**src/rtl/z80_block_xfer_pkg.sv**
```systemverilog
// Shared types for the Z80 block-transfer sequencer: register selects,
// flag bit positions and the transfer state encoding.
package z80_block_xfer_pkg;

    typedef logic [2:0] reg_select;

    localparam reg_select REG_BC = 3'd0;
    localparam reg_select REG_DE = 3'd1;
    localparam reg_select REG_HL = 3'd2;
    localparam reg_select REG_AF = 3'd3;

    localparam int FLAG_PV_BIT = 2;

    typedef enum logic [2:0] {
        XFER_IDLE,
        XFER_RD,
        XFER_WR,
        XFER_STEP,
        XFER_CHECK,
        XFER_DONE
    } xfer_state_t;

    function automatic logic is_mem_state(input xfer_state_t s);
        return (s == XFER_RD) || (s == XFER_WR);
    endfunction

endpackage

```
**src/rtl/z80_block_xfer_mem_wait_timer.sv**
```systemverilog
// Per-request wait counter: flags expiry on the TIMEOUT-th consecutive
// cycle a memory request goes unacknowledged. TIMEOUT = 0 disables it.
module z80_mem_wait_timer #(
    parameter int TIMEOUT = 0
) (
    input  logic clk,
    input  logic reset_n,
    input  logic i_active,
    input  logic i_ack,
    output logic o_expired
);

    generate
        if (TIMEOUT > 0) begin : g_timer
            localparam int CW = (TIMEOUT > 1) ? $clog2(TIMEOUT) : 1;

            logic [CW-1:0] r_waitCnt;
            logic          w_atLimit;

            assign w_atLimit = (r_waitCnt == CW'(TIMEOUT - 1));
            assign o_expired = i_active && !i_ack && w_atLimit;

            // Restarts on every ack and whenever no request is outstanding.
            always_ff @(posedge clk or negedge reset_n) begin
                if (!reset_n) begin
                    r_waitCnt <= '0;
                end else if (!i_active || i_ack || w_atLimit) begin
                    r_waitCnt <= '0;
                end else begin
                    r_waitCnt <= r_waitCnt + 1'b1;
                end
            end
        end else begin : g_no_timer
            logic w_unused;
            assign w_unused  = ^{clk, reset_n, i_active, i_ack};
            assign o_expired = 1'b0;
        end
    endgenerate

endmodule

```
**src/rtl/z80_block_xfer.sv**
```systemverilog
// Sequencer for LDI/LDD/LDIR/LDDR: copies (HL) to (DE) over a req/ack port,
// steps the register file and repeats while PV reports BC != 0.
module z80_block_xfer
    import z80_block_xfer_pkg::*;
#(
    parameter int TIMEOUT = 0,
    parameter int CNT_W   = 16
) (
    input  logic             clk,
    input  logic             reset_n,
    input  logic             start,
    input  logic             mode_dec,
    input  logic             repeat_en,
    output logic             busy,
    output logic             done,
    output logic             err,
    output logic [CNT_W-1:0] iter_cnt,
    output reg_select        src1,
    output reg_select        src2,
    input  logic [15:0]      rd1,
    input  logic [15:0]      rd2,
    input  logic [7:0]       reg_f,
    output logic             block_inc,
    output logic             block_dec,
    output logic             mem_req,
    output logic             mem_we,
    output logic [15:0]      mem_addr,
    output logic [7:0]       mem_wdata,
    input  logic [7:0]       mem_rdata,
    input  logic             mem_ack
);

    xfer_state_t      r_state;
    logic             r_modeDec;
    logic             r_repeat;
    logic [7:0]       r_byte;
    logic             r_busy;
    logic             r_done;
    logic             r_err;
    logic             r_blockInc;
    logic             r_blockDec;
    logic             r_memReq;
    logic             r_memWe;
    logic [CNT_W-1:0] r_iterCnt;

    logic             w_expired;
    logic             w_pv;
    logic             w_unusedFlags;

    z80_mem_wait_timer #(
        .TIMEOUT (TIMEOUT)
    ) u_wait_timer (
        .clk       (clk),
        .reset_n   (reset_n),
        .i_active  (is_mem_state(r_state)),
        .i_ack     (mem_ack),
        .o_expired (w_expired)
    );

    assign w_pv          = reg_f[FLAG_PV_BIT];
    assign w_unusedFlags = ^(reg_f & ~(8'h01 << FLAG_PV_BIT));

    assign src1      = REG_HL;
    assign src2      = REG_DE;
    assign busy      = r_busy;
    assign done      = r_done;
    assign err       = r_err;
    assign iter_cnt  = r_iterCnt;
    assign block_inc = r_blockInc;
    assign block_dec = r_blockDec;
    assign mem_req   = r_memReq;
    assign mem_we    = r_memWe;
    // HL/DE cannot change while a request is open, so the address is stable.
    assign mem_addr  = r_memReq ? (r_memWe ? rd2 : rd1) : 16'h0000;
    assign mem_wdata = (r_memReq && r_memWe) ? r_byte : 8'h00;

    always_ff @(posedge clk or negedge reset_n) begin
        if (!reset_n) begin
            r_state    <= XFER_IDLE;
            r_modeDec  <= 1'b0;
            r_repeat   <= 1'b0;
            r_byte     <= 8'h00;
            r_busy     <= 1'b0;
            r_done     <= 1'b0;
            r_err      <= 1'b0;
            r_blockInc <= 1'b0;
            r_blockDec <= 1'b0;
            r_memReq   <= 1'b0;
            r_memWe    <= 1'b0;
            r_iterCnt  <= '0;
        end else begin
            r_done     <= 1'b0;
            r_err      <= 1'b0;
            r_blockInc <= 1'b0;
            r_blockDec <= 1'b0;
            case (r_state)
                XFER_IDLE: begin
                    if (start) begin
                        r_modeDec <= mode_dec;
                        r_repeat  <= repeat_en;
                        r_iterCnt <= '0;
                        r_busy    <= 1'b1;
                        r_memReq  <= 1'b1;
                        r_memWe   <= 1'b0;
                        r_state   <= XFER_RD;
                    end
                end
                XFER_RD: begin
                    if (mem_ack) begin
                        r_byte  <= mem_rdata;
                        r_memWe <= 1'b1;
                        r_state <= XFER_WR;
                    end else if (w_expired) begin
                        r_memReq <= 1'b0;
                        r_done   <= 1'b1;
                        r_err    <= 1'b1;
                        r_state  <= XFER_DONE;
                    end
                end
                XFER_WR: begin
                    if (mem_ack) begin
                        r_memReq   <= 1'b0;
                        r_memWe    <= 1'b0;
                        r_blockInc <= !r_modeDec;
                        r_blockDec <= r_modeDec;
                        r_state    <= XFER_STEP;
                    end else if (w_expired) begin
                        r_memReq <= 1'b0;
                        r_memWe  <= 1'b0;
                        r_done   <= 1'b1;
                        r_err    <= 1'b1;
                        r_state  <= XFER_DONE;
                    end
                end
                XFER_STEP: begin
                    r_iterCnt <= r_iterCnt + 1'b1;
                    r_state   <= XFER_CHECK;
                end
                XFER_CHECK: begin
                    // The register file has already applied the step, so PV is post-decrement.
                    if (r_repeat && w_pv) begin
                        r_memReq <= 1'b1;
                        r_memWe  <= 1'b0;
                        r_state  <= XFER_RD;
                    end else begin
                        r_done  <= 1'b1;
                        r_state <= XFER_DONE;
                    end
                end
                XFER_DONE: begin
                    r_busy  <= 1'b0;
                    r_state <= XFER_IDLE;
                end
                default: begin
                    r_busy   <= 1'b0;
                    r_memReq <= 1'b0;
                    r_memWe  <= 1'b0;
                    r_state  <= XFER_IDLE;
                end
            endcase
        end
    end

endmodule

```
**config.mk**
```make
export PLATFORM = sky130hd
export DESIGN_NAME = z80_block_xfer
export DESIGN_NICKNAME = d
export VERILOG_FILES = /design/src/rtl/z80_block_xfer_pkg.sv /design/src/rtl/z80_block_xfer_mem_wait_timer.sv /design/src/rtl/z80_block_xfer.sv
export SDC_FILE = /design/constraint.sdc
export NUM_CORES = 1
export LEC_CHECK = 0
export ABC_AREA = 1
export ABC_CLOCK_PERIOD_IN_PS = 1810
export CAP_MARGIN = 15
export CORE_MARGIN = 5
export CORE_UTILIZATION = 40
export CTS_CLUSTER_DIAMETER = 150
export DETAILED_ROUTE_END_ITERATION = 10
export PLACE_DENSITY_LB_ADDON = 0.12
export SLEW_MARGIN = 10
export SYNTH_ARGS = -nofsm -noshare
export SYNTH_HDL_FRONTEND = slang
export SYNTH_SLANG_ARGS = --single-unit
export TNS_END_PERCENT = 50
```
**constraint.sdc**
```tcl
create_clock -name clk -period 1.81 [get_ports clk]
set_clock_uncertainty 0.15 [all_clocks]
set_input_delay 0.362 -clock clk [delete_from_list [all_inputs] [get_ports clk]]
set_output_delay 0.362 -clock clk [all_outputs]
set_load 0.1 [all_outputs]
```
==> qor.csv <==
metric,value,unit
die_w,82.1,um
place_congestion,0.851,
hp-class,in -> async,
fin_total_pwr,6.91,mW
final_cell_area,4090,um^2
slew_viol_final,0,
grt_pass1_wl,11.5,mm
drv_cap,0,
design.die.area,6740,um^2
setup_ws,-0.162,ns
fin_crit_sh,109,%
synth_fa_ha_area_share,0.602,%
arrival,1.46,ns
area_growth,96.6,%
fmax,507,MHz
power.density,1690,nW/um^2
synth_cells,299,
hold_violations,0,
coreArea,5070,um^2
grt_setup_unrepaired,yes,
overflow,0,
clock-sinks,35,
ioPinCount,107,
synthTopCellsByCount,"70 x nor2_1, 69 x nand2_1, 35 x dfrtp_1, 25 x inv_1, 20 x nand3_1",
clock_path_buffers,2,
cts_hold_buf,0,
required,1.30,ns
ys_ff_latch,35,
track_usage,22.7,%
syn_area,2080,um^2
synth-xor-area-share,0.843,%
synth_ff_type,dfrtp_1,
nFillCells,319,
ys_types,25,
synth_compound_area_share,10.2,%
post-route-drc-count,0,
antenna_cells,0,
detailed_place.area,3790,um^2
synth_top_family_by_area,simple AND/OR/NAND/NOR gates,
grt_antenna_before_repair,0,
worstSetupPathType,reg -> out,
setup_tns,-3.34,ns
violations,negative setup slack,
yosysWarnings,0,
drive_above_1_share,30.9,%
route.detailed.wl_per_inst,14.6,um
ys_seq_area_share,42.1,%
h-tree-depth,2,
first_iter_violations,93,
synth.avg_cell_area,6.95,um^2
p_leak,1.74,nW
nets,458,
core.rowCount,26,
synthTopCellsByArea,"dfrtp_1 42%, nor2_1 13%, nand2_1 12%, nand3_1 4.8%, inv_1 4.5%",
yosysMostFrequentCell,nor2_1,
io_buffer_count,92,
synth_edf_count,0,
initial_utilization,41.0,%
clk_pin_slew_worst_paths,0.07,ns
synth.mux.area_fraction,0,%
clk_latency,0.29,ns
synthSimpleGateAreaFrac,36.0,%
wirelength,6.91,mm
finalSetupViolations,25,
numCtsBuffers,5,
path_max_fanout,8,
end_kind,output port,
register_area,887,um^2
instances_no_fill,474,
clockRootBuffer,clkbuf_8,
grt_pass1_vias,2431,
cts_tree,yes,
synth_top_area_share,42.1,%
multi_input_area,1320,um^2
num_vias,2329,
synthArstFlopShare,100,%
dp_hpwl,4.89,mm
cp-start-kind,flop,
grt_max_degree,36,
drt_first_pass_iters,4,
postRouteAntennaNets,0,
status,finished with violations,
final_util,80.5,%
placed_cells,458,
period_needed,1.97,ns
die_h,82.1,um
ir_drop,1.26,mV
yosys.area.top_type,dfrtp_1,
viasPerCell,4.91,
state kept, by name, summed over array words and instances, names as in the netlist:
name and cells:
r_repeat 1, r_byte 8, done 1, block_dec 1
iter_cnt 16, busy 1, mem_req 1, mem_we 1
r_modeDec 1, block_inc 1, r_state 3
final timing paths:
| path | slack, ns | startpoint | end | cells after the start |
|---|---|---|---|---|
| max in group asynchronous | 1.02 | reset_n | mem_we$_DFFE_PN0P_ | 2 |
| worst min register to register | 0.32 | r_modeDec$_DFFE_PN0P_ | block_inc$_DFF_PN0_ | 1 |
| worst max register to register | 0.19 | iter_cnt[0]$_DFFE_PN0P_ | iter_cnt[14]$_DFFE_PN0P_ | 8 |
| worst max-delay path | -0.16 | mem_we$_DFFE_PN0P_ | mem_addr[8] | 5 |
| min in group clk | 0.32 | r_modeDec$_DFFE_PN0P_ | block_inc$_DFF_PN0_ | 1 |
| worst min-delay path | 0.29 | reset_n | r_byte[4]$_DFFE_PN0P_ | 2 |
layout make-up:
cell class / instances / area share, %
timing repair buffer: 106 / 38.0
multi-input combinational: 225 / 32.2
sequential: 35 / 21.7
inverter: 30 / 3.06
tap: 70 / 2.14
clock buffer: 6 / 2.02
clock inverter: 2 / 0.857
worst max-delay path, cell delays in order (launching register included):
cell and delay [ns]:
dfrtp_4 0.49, buf_12 0.15, buf_12 0.15, o21ai_4 0.15
nor2_4 0.05, buf_12 0.16
layer usage:
| layer | wire length, um | vias to the layer above | global-route usage (%) |
|---|---|---|---|
| met2 | 3710 | 91 | 42.6 |
| met5 | 0 | - | 0 |
| met1 | 2540 | 1082 | 24.1 |
| met3 | 436 | 20 | 4.82 |
| li1 | - | 1136 | - |
| met4 | 222 | 0 | 9.63 |
power by group:
| group | internal (mW) | leakage (nW) | switching (mW) | total [mW] |
|---|---|---|---|---|
| Clock | 0.446 | 0.0612 | 0.294 | 0.740 |
| Sequential | 0.998 | 0.441 | 0.234 | 1.23 |
| Combinational | 1.73 | 1.24 | 3.21 | 4.94 |
layout by cell type, fill, tap and decap left out, types with 5 or more instances in the layout:
cell and instances:
a21oi_1 11, buf_12 51, buf_4 8, clkbuf_8 6, clkdlybuf4s50_1 46, conb_1 7
dfrtp_1 30, inv_1 24, inv_2 5, nand2_1 68, nand3_1 20, nor2_1 45
nor2_4 29, o21ai_1 14, o21ai_4 9
metrics by stage:
step | hold WS (ns) | worst slack, ns
floorplan | -0.0836 | -0.274
global placement | 0.305 | -0.00938
detailed placement | 0.315 | -0.0178
CTS | 0.293 | -0.161
global route | 0.297 | -0.195
finish | 0.286 | -0.162
logic make-up after synthesis:
family | count (synthesis)
simple gates | 174
xor+xnor | 2
compound gates | 41
fa+ha+maj | 1
flops | 35
other cells | 2
buf+inv | 44
repair_timing:
action / CTS / global route
setup buffers: 7 / 1
cloned: 0 / 0
endpoints found under the setup margin: 24 / 26
resized for setup: 18 / 3
pin swaps: 16 / 3
(Power assumes the default switching activity.)
